===== src/rtl/alu_sequencer.sv =====
`default_nettype none
`timescale 1ns/1ps
// +--------------------------------------------------------------------------+
// | alu_sequencer: 3-cycle IDLE/EXEC/WB sequencer for an external ALU, 8x16 RF |
// | Revision: 1.0                                                             |
// +--------------------------------------------------------------------------+
module alu_sequencer (
  input  logic        clk,
  input  logic        rst,
  input  logic        in_valid,
  input  logic [15:0] in_instr,
  output logic        in_ready,
  output logic [15:0] alu_rd,
  output logic [15:0] alu_rs,
  output logic [3:0]  alu_opcode,
  output logic [3:0]  alu_immd,
  input  logic [15:0] alu_result,
  input  logic        alu_carry,
  input  logic        alu_overflow,
  input  logic        alu_minus,
  input  logic        alu_zero,
  output logic [3:0]  flags,
  output logic        done,
  output logic        err,
  input  logic [2:0]  dbg_addr,
  output logic [15:0] dbg_data
);

  typedef enum logic [1:0] {
    S_IDLE = 2'd0,
    S_EXEC = 2'd1,
    S_WB   = 2'd2
  } state_t;

  localparam logic [3:0] OP_CMP = 4'b0101;
  localparam logic [3:0] OP_LDI = 4'b0111;

  state_t      state_q, state_d;
  logic [3:0]  op_q, op_d;
  logic [2:0]  rd_idx_q, rd_idx_d;
  logic [8:0]  imm_q, imm_d;
  logic [15:0] a_q, a_d;
  logic [15:0] b_q, b_d;
  logic [15:0] res_q, res_d;
  logic [3:0]  cf_q, cf_d;
  logic [3:0]  flags_q, flags_d;
  logic        done_q, done_d;
  logic        err_q, err_d;
  logic [15:0] rf_q [8];
  logic [15:0] rf_d [8];

  logic w_hs;
  logic w_illegal;
  logic w_wr_res;
  logic w_wr_flags;

  assign in_ready   = (state_q == S_IDLE);
  assign w_hs       = in_valid && in_ready;
  assign alu_rd     = a_q;
  assign alu_rs     = b_q;
  assign alu_opcode = op_q;
  assign alu_immd   = imm_q[3:0];
  assign flags      = flags_q;
  assign done       = done_q;
  assign err        = err_q;
  assign dbg_data   = rf_q[dbg_addr];

  // Opcode classes: top quarter of the opcode space is reserved/illegal.
  assign w_illegal  = (op_q[3:2] == 2'b11);
  assign w_wr_res   = !w_illegal && (op_q != OP_CMP) && (op_q != OP_LDI);
  assign w_wr_flags = !w_illegal && (op_q != OP_LDI);

  always_comb begin
    state_d  = state_q;
    op_d     = op_q;
    rd_idx_d = rd_idx_q;
    imm_d    = imm_q;
    a_d      = a_q;
    b_d      = b_q;
    res_d    = res_q;
    cf_d     = cf_q;
    flags_d  = flags_q;
    done_d   = 1'b0;
    err_d    = 1'b0;
    for (int i = 0; i < 8; i++) begin
      rf_d[i] = rf_q[i];
    end

    case (state_q)
      S_IDLE: begin
        if (w_hs) begin
          op_d     = in_instr[15:12];
          rd_idx_d = in_instr[11:9];
          imm_d    = in_instr[8:0];
          a_d      = rf_q[in_instr[11:9]];
          b_d      = rf_q[in_instr[8:6]];
          state_d  = S_EXEC;
        end
      end
      S_EXEC: begin
        res_d   = alu_result;
        cf_d    = {alu_carry, alu_overflow, alu_minus, alu_zero};
        state_d = S_WB;
      end
      S_WB: begin
        done_d = 1'b1;
        err_d  = w_illegal;
        if (w_wr_res) begin
          rf_d[rd_idx_q] = res_q;
        end
        if (op_q == OP_LDI) begin
          rf_d[rd_idx_q] = {7'b0, imm_q};
        end
        if (w_wr_flags) begin
          flags_d = cf_q;
        end
        state_d = S_IDLE;
      end
      default: begin
        state_d = S_IDLE;
      end
    endcase
  end

  always_ff @(posedge clk or posedge rst) begin
    if (rst) begin
      state_q  <= S_IDLE;
      op_q     <= 4'b0;
      rd_idx_q <= 3'b0;
      imm_q    <= 9'b0;
      a_q      <= 16'b0;
      b_q      <= 16'b0;
      res_q    <= 16'b0;
      cf_q     <= 4'b0;
      flags_q  <= 4'b0;
      done_q   <= 1'b0;
      err_q    <= 1'b0;
      for (int i = 0; i < 8; i++) begin
        rf_q[i] <= 16'b0;
      end
    end else begin
      state_q  <= state_d;
      op_q     <= op_d;
      rd_idx_q <= rd_idx_d;
      imm_q    <= imm_d;
      a_q      <= a_d;
      b_q      <= b_d;
      res_q    <= res_d;
      cf_q     <= cf_d;
      flags_q  <= flags_d;
      done_q   <= done_d;
      err_q    <= err_d;
      for (int i = 0; i < 8; i++) begin
        rf_q[i] <= rf_d[i];
      end
    end
  end

endmodule
`default_nettype wire


===== config.mk =====
export PLATFORM = sky130hd
export DESIGN_NAME = alu_sequencer
export DESIGN_NICKNAME = d
export VERILOG_FILES = /design/src/rtl/alu_sequencer.sv
export SDC_FILE = /design/constraint.sdc
export NUM_CORES = 1
export LEC_CHECK = 0
export ABC_AREA = 1
export CORE_ASPECT_RATIO = 1.75
export CORE_MARGIN = 2
export CORE_UTILIZATION = 53
export DETAILED_ROUTE_END_ITERATION = 7
export PLACE_DENSITY = 0.77
export SYNTH_ARGS = -nofsm -noshare
export SYNTH_HDL_FRONTEND = slang
export SYNTH_SLANG_ARGS = --single-unit

===== constraint.sdc =====
create_clock -name clk -period 7.4 [get_ports clk]
set_clock_uncertainty 0.05 [all_clocks]
set_input_delay 1.48 -clock clk [delete_from_list [all_inputs] [get_ports clk]]
set_output_delay 1.48 -clock clk [all_outputs]
set_load 0.005 [all_outputs]

==> flow_summary_export.csv, run 1 <==
group,metric,value,unit
sta,final_setup_violating_endpoints,0,
grt,initial_antenna_violation_count,2,
sta,achievable-frequency,0.183,GHz
yosys,syn_avg_cell_area,6.65,um^2
route,drcViolationCount,0,
floorplan,placement_rows,73,
floorplan,die_extent_in_y,206,um
worst_setup_path,regToRegSetupSlack,4.52,ns
placed_design,portBuffers,104,
power,seqPwrFrac,0.418,
outcome,status,"completed",
placed_design,detailedPlacementHpwl,32.1,mm
grt,grt_pass1_wl,73.5,mm
grt,global_route.usage.total,0.398,
job,maxCapViolCount,0,
yosys,synth_net_count,1896,
layout,final_net_count,1933,
yosys,yosys_warnings,0,
yosys,synth_cells,1854,
layout,final_core_utilization,0.621,
floorplan,top_level_ports,105,
grt,maximum_number_of_pins_on_one_net_before_global_route_repair,85,
power,power.net_switching,2.06,mW
route,wl_per_cell,22.1,um
clock_tree,cts.clk_slew.worst_paths,0.06,ns
floorplan,dieArea,0.0245,mm^2
clock_tree,hold_buffers,0,
yosys,synthDistinctLibCells,26,
layout,area_delta_synth_final,14.7,%
grt,via_count_of_the_first_global_routing_pass,12400,
yosys,flops_latches_synth,204,
sta,setup-tns-final,0,ns
layout,final_common_cell,"nand2_1",
sta,fin_crit,5.46,ns
grt,globalRouteOverflowTotal,0,
power,pwr-share-comb,0.350,
clock_tree,cts_made_buffers,21,
placed_design,finalWeightedCongestion,1.02,
power,internal_power,2.94,mW
clock_tree,numClockSinks,204,
power,peakVddDrop,183,uV
sta,tightestPinTransition,1.16,ns
power,p_leak,7.22,nW
yosys,synth_seq_area_share,0.414,
route,first_pass_drt_iterations,6,
layout,most-common-layout-cells,"622 x nand2_1, 291 x nor2_1, 204 x dfrtp_1",
floorplan,initial_core_util,0.542,
floorplan,die_w,119,um
layout,drive_above_1_share,0.0530,
clock_tree,tritoncts,"built",
clock_tree,postCtsResizedCells,0,
power,part_of_the_power_in_the_clock_network,0.232,
power,sw_frac_of_total,0.412,
layout,final-instance-count-excl-fill,2207,
power,power_density,353,mW/mm^2
sta,final_min_period_over_clock_period,0.737,
clock_tree,worst_skew_pair.late_latency,0.52,ns
placed_design,placed_cells_incl_taps,2168,
sta,hold_violations,0,
yosys,syn-cell-area,0.0123,mm^2
clock_tree,clock_path_buffers,3,
layout,n_fill_cell,2087,
clock_tree,post_cts_buffers,0,
worst_setup_path,crit_type,"primary input to output port",
route,via_count,13300,
worst_setup_path,element_type_at_the_critical_path_start,"primary input",
sta,rsz0062_at_grt,"false",
sta,worst_slew_margin_rel,0.228,
worst_setup_path,critical_path_at,3.93,ns
route,number_of_design_rule_violations_left_by_the_first_detailed_router_iteration,1683,
route,drt_total_wl,48.7,mm
worst_setup_path,critical_path_capture_point_type,"output port",
route,drt-vias-per-instance,6.04,
route,final_antenna_net_count,0,
worst_setup_path,worstPathRequired,5.87,ns
worst_setup_path,path_max_fanout,30,
floorplan,fp.coreArea,0.0227,mm^2
clock_tree,htreeDepth,1,
hold_path,hold_class,"register to register",
clock_tree,clock-root-buffer,"clkbuf_16",
sta,timing.final.max_slew_violations,0,
-- critical path, stage by stage --
cell and delay, ns:
clkdlybuf4s50_1 0.46, inv_1 0.86, o21ai_0 0.21, o22ai_1 0.17
nand2_1 0.07, nand2_1 0.11, clkdlybuf4s50_1 0.56
-- cell usage after synthesis --
library cell / n / area [um^2]
nand2_1: 623 / 2340
nor2_1: 294 / 1100
dfrtp_1: 204 / 5100
nand3_1: 154 / 771
o21ai_0: 134 / 671
inv_1: 109 / 409
a21oi_1: 74 / 370
o211ai_1: 62 / 465
clkbuf_1: 56 / 210
nand4_1: 37 / 231
buf_2: 33 / 165
clkinv_1: 13 / 48.8
nand2_2: 12 / 75.1
buf_1: 11 / 41.3
buf_4: 8 / 60.1
inv_2: 6 / 22.5
nor2_4: 6 / 67.6
nor2_2: 5 / 31.3
nand3_2: 3 / 30.0
a21oi_2: 2 / 17.5
nand2_4: 2 / 22.5
o22ai_1: 2 / 12.5
nand3_4: 1 / 17.5
nor2_8: 1 / 20.0
o21ai_1: 1 / 5.00
o21ai_2: 1 / 8.76
-- sequential cells by signal, indices dropped and copies added, names as in the netlist --
name	cells
alu_rs	16
state_q	2
alu_rd	16
alu_opcode	4
done	1
res_q	16
flags	4
imm_q	9
rf_q	128
err	1
cf_q	4
rd_idx_q	3
-- kinds of logic after synthesis --
family	Yosys count	share of synthesized area
and+or+nand+nor	1138	0.382
AOI/OAI and AO/OA	276	0.126
buffers and inverters	236	0.0777
DFF	204	0.414
-- power groups by stage --
| stage | Sequential [mW] | Clock [mW] | Combinational (mW) |
|---|---|---|---|
| detailed placement | 2.07 | 0 | 1.71 |
| CTS | 2.06 | 1.16 | 1.72 |
| finish | 2.09 | 1.16 | 1.75 |
| floorplan | 1.89 | 0 | 1.10 |
| global placement | 2.06 | 0 | 1.68 |
| global route | 2.12 | 1.20 | 1.95 |
-- final timing paths --
check / depth (start not counted) / end / start
worst max-delay path: 7 / dbg_data[8] / dbg_addr[1]
worst min-delay path: 2 / res_q[6] / res_q[6]
worst max register to register: 8 / rf_q[54] / alu_opcode[3]
worst min register to register: 2 / res_q[6] / res_q[6]
max in group asynchronous: 3 / rf_q[52] / rst
min in group asynchronous: 2 / flags[0] / rst
-- per-stage QoR --
| step | area, um^2 | worst slack [ns] | hold WS (ns) | power, mW |
|---|---|---|---|---|
| 2_1_floorplan | 12300 | 0.303 | 0.393 | 2.99 |
| 3_3_place_gp | 13400 | 2.05 | 0.406 | 3.74 |
| 3_5_place_dp | 13400 | 2.02 | 0.410 | 3.79 |
| 4_1_cts | 14100 | 2.02 | 0.428 | 4.94 |
| 5_1_grt | 14100 | 1.84 | 0.455 | 5.27 |
| 6_report | 14100 | 1.94 | 0.429 | 4.99 |
-- routing by layer --
layer	routed length, um	GRT usage	vias to the layer above
li1	-	-	6031
met1	16500	0.445	6127
met2	22800	0.655	885
met3	4000	0.0576	282
met4	5400	0.357	0
met5	0	0	-
-- area by class of cell --
cell class | instances | area, um^2 | area share
clock buffer | 29 | 606 | 0.0428
multi-input combinational | 1414 | 6270 | 0.444
clock inverter | 8 | 123 | 0.00868
timing repair buffer | 122 | 1160 | 0.0820
inverter | 128 | 488 | 0.0345
sequential | 204 | 5100 | 0.361
tap | 300 | 375 | 0.0266
antenna | 2 | 5.00 | 0.000354
Power figures use the tool's default switching activity.
==> run 2: changes to the inputs <==
--- a/config.mk
+++ b/config.mk
@@ -8,9 +8,9 @@
 export ABC_AREA = 1
 export CORE_ASPECT_RATIO = 1.75
 export CORE_MARGIN = 2
-export CORE_UTILIZATION = 53
+export CORE_UTILIZATION = 59
 export DETAILED_ROUTE_END_ITERATION = 7
-export PLACE_DENSITY = 0.77
+export PLACE_DENSITY = 0.81
 export SYNTH_ARGS = -nofsm -noshare
 export SYNTH_HDL_FRONTEND = slang
 export SYNTH_SLANG_ARGS = --single-unit
==> constraint.sdc (replaced) <==
create_clock -name clk -period 5.44 [get_ports clk]
set_clock_uncertainty 0.05 [all_clocks]
set_input_delay 1.088 -clock clk [delete_from_list [all_inputs] [get_ports clk]]
set_output_delay 1.088 -clock clk [all_outputs]
set_load 0.005 [all_outputs]
==> flow_summary_export.csv, run 2 (same netlist as run 1, synthesis figures left out) <==
group,metric,value,unit
outcome,status,"finished, violations left",
outcome,violations,"DRC",
grt,maximum_number_of_pins_on_one_net_before_global_route_repair,105,
floorplan,fp.coreArea,0.0207,mm^2
clock_tree,htreeDepth,1,
worst_setup_path,path_max_fanout,17,
grt,global_route.usage.total,0.428,
floorplan,die_extent_in_y,195,um
worst_setup_path,path_delay_family,"buffers and inverters",
layout,final-instance-count-excl-fill,2160,
clock_tree,worst_skew_pair.late_latency,0.51,ns
layout,most-common-layout-cells,"622 x nand2_1, 291 x nor2_1, 204 x dfrtp_1",
sta,final_setup_violating_endpoints,0,
sta,tightestPinTransition,1.12,ns
sta,achievable-frequency,0.224,GHz
sta,setup-tns-final,0,ns
route,first_pass_drt_iterations,8,
worst_setup_path,worstPathRequired,4.30,ns
route,drt-vias-per-instance,6.26,
clock_tree,cts_made_buffers,20,
route,drcViolationCount,9,
worst_setup_path,critical_path.max_stage_delay,0.67,ns
route,number_of_design_rule_violations_left_by_the_first_detailed_router_iteration,1789,
placed_design,detailedPlacementHpwl,30.2,mm
job,maxCapViolCount,0,
floorplan,top_level_ports,105,
clock_tree,cts.clk_slew.worst_paths,0.06,ns
layout,top_register,"rf_q",
worst_setup_path,cp_cell_sequence,"clkdlybuf4s50_1 -> buf_4 -> inv_1 -> nand2_1 -> nand2_1 -> clkdlybuf4s50_1",
hold_path,hold_class,"register to register",
route,via_count,13500,
clock_tree,clock_path_buffers,3,
power,power_density,474,mW/mm^2
sta,timing.final.max_slew_violations,0,
route,final_antenna_net_count,0,
sta,fin_crit,4.46,ns
layout,antenna_cells,0,
worst_setup_path,critical_path_capture_point_type,"output port",
route,wl_per_cell,21.7,um
sta,final_min_period_over_clock_period,0.820,
sta,worst_slew_margin_rel,0.255,
layout,n_fill_cell,1838,
layout,final_net_count,1937,
power,peakVddDrop,292,uV
clock_tree,hold_buffers,0,
placed_design,placed_cells_incl_taps,2125,
route,drt_total_wl,47.0,mm
clock_tree,postCtsResizedCells,0,
power,totalPowerFinal,6.69,mW
floorplan,initial_core_util,0.596,
grt,initial_antenna_violation_count,1,
sta,rsz0062_at_grt,"false",
placed_design,pre_cts_slack,1.11,ns
worst_setup_path,crit_type,"primary input to output port",
floorplan,die_w,113,um
layout,drive_above_1_share,0.0529,
sta,hold_slack,0.426,ns
sta,setup_slack,0.980,ns
power,p_leak,7.23,nW
worst_setup_path,crit_slowest_cell,"inv_1",
grt,grt_pass1_wl,72.2,mm
clock_tree,clock-root-buffer,"clkbuf_16",
sta,hold_violations,0,
clock_tree,post_cts_buffers,0,
layout,area_delta_synth_final,14.4,%
clock_tree,numClockSinks,204,
placed_design,finalWeightedCongestion,0.949,
floorplan,dieArea,0.0221,mm^2
worst_setup_path,critical_path_at,3.32,ns
layout,multi_input_comb_area,0.00627,mm^2
grt,via_count_of_the_first_global_routing_pass,13100,
layout,largest_reg_flops,128,
worst_setup_path,element_type_at_the_critical_path_start,"primary input",
worst_setup_path,critPathBufInv,4,
floorplan,placement_rows,70,
layout,final_common_cell,"nand2_1",
placed_design,portBuffers,104,
layout,ff_latch_area,0.00510,mm^2
clock_tree,tritoncts,"built",
grt,globalRouteOverflowTotal,0,
-- run 2: cell count changes in the layout (fill, tap and decap cells not counted), sizes merged --
cell,previous run,this run
clkinv,18,19
clkinvlp,0,1
buf,22,26
clkdlybuf4s50,100,101
inv,115,112
diode,2,0
clkbuf,29,28
-- run 2: final timing paths --
kind / startpoint / end / slack [ns] / cells after the start
min in group asynchronous: rst / alu_rd[2] / 1.10 / 2
setup reg to reg: state_q[1] / rf_q[109] / 2.73 / 7
setup / recovery: dbg_addr[2] / dbg_data[2] / 0.98 / 6
max in group asynchronous: rst / alu_opcode[3] / 3.17 / 3
hold reg to reg: res_q[3] / res_q[3] / 0.43 / 2
hold / removal: res_q[3] / res_q[3] / 0.43 / 2
-- run 2: power breakdown --
part           switching [mW]  total, mW  internal, mW
logic                    1.44       2.35         0.914
registers               0.683       2.85          2.16
clock network           0.604       1.49         0.888
-- run 2: worst min-delay path, stage by stage (launching register included) --
cell     delay [ns]
dfrtp_1        0.34
nand2_1        0.06
nand2_1        0.05
-- run 2: area by class of cell --
class | count | share of cell area
inverter | 128 | 0.0344
multi-input combinational | 1414 | 0.445
sequential | 204 | 0.362
tap | 252 | 0.0224
timing repair buffer | 127 | 0.0870
clock buffer | 28 | 0.0413
clock inverter | 7 | 0.00781
-- run 2: through the flow --
stage                util  instance area, um^2
floorplan               -                12300
global placement    0.648                13400
detailed placement  0.648                13400
CTS                 0.682                14100
global route        0.682                14100
finish              0.682                14100
-- run 2: layer usage --
metal,part of all wire,GRT usage
met4,0.11,0.404
met1,0.33,0.479
met5,0.00023,0
met2,0.46,0.675
met3,0.099,0.0776
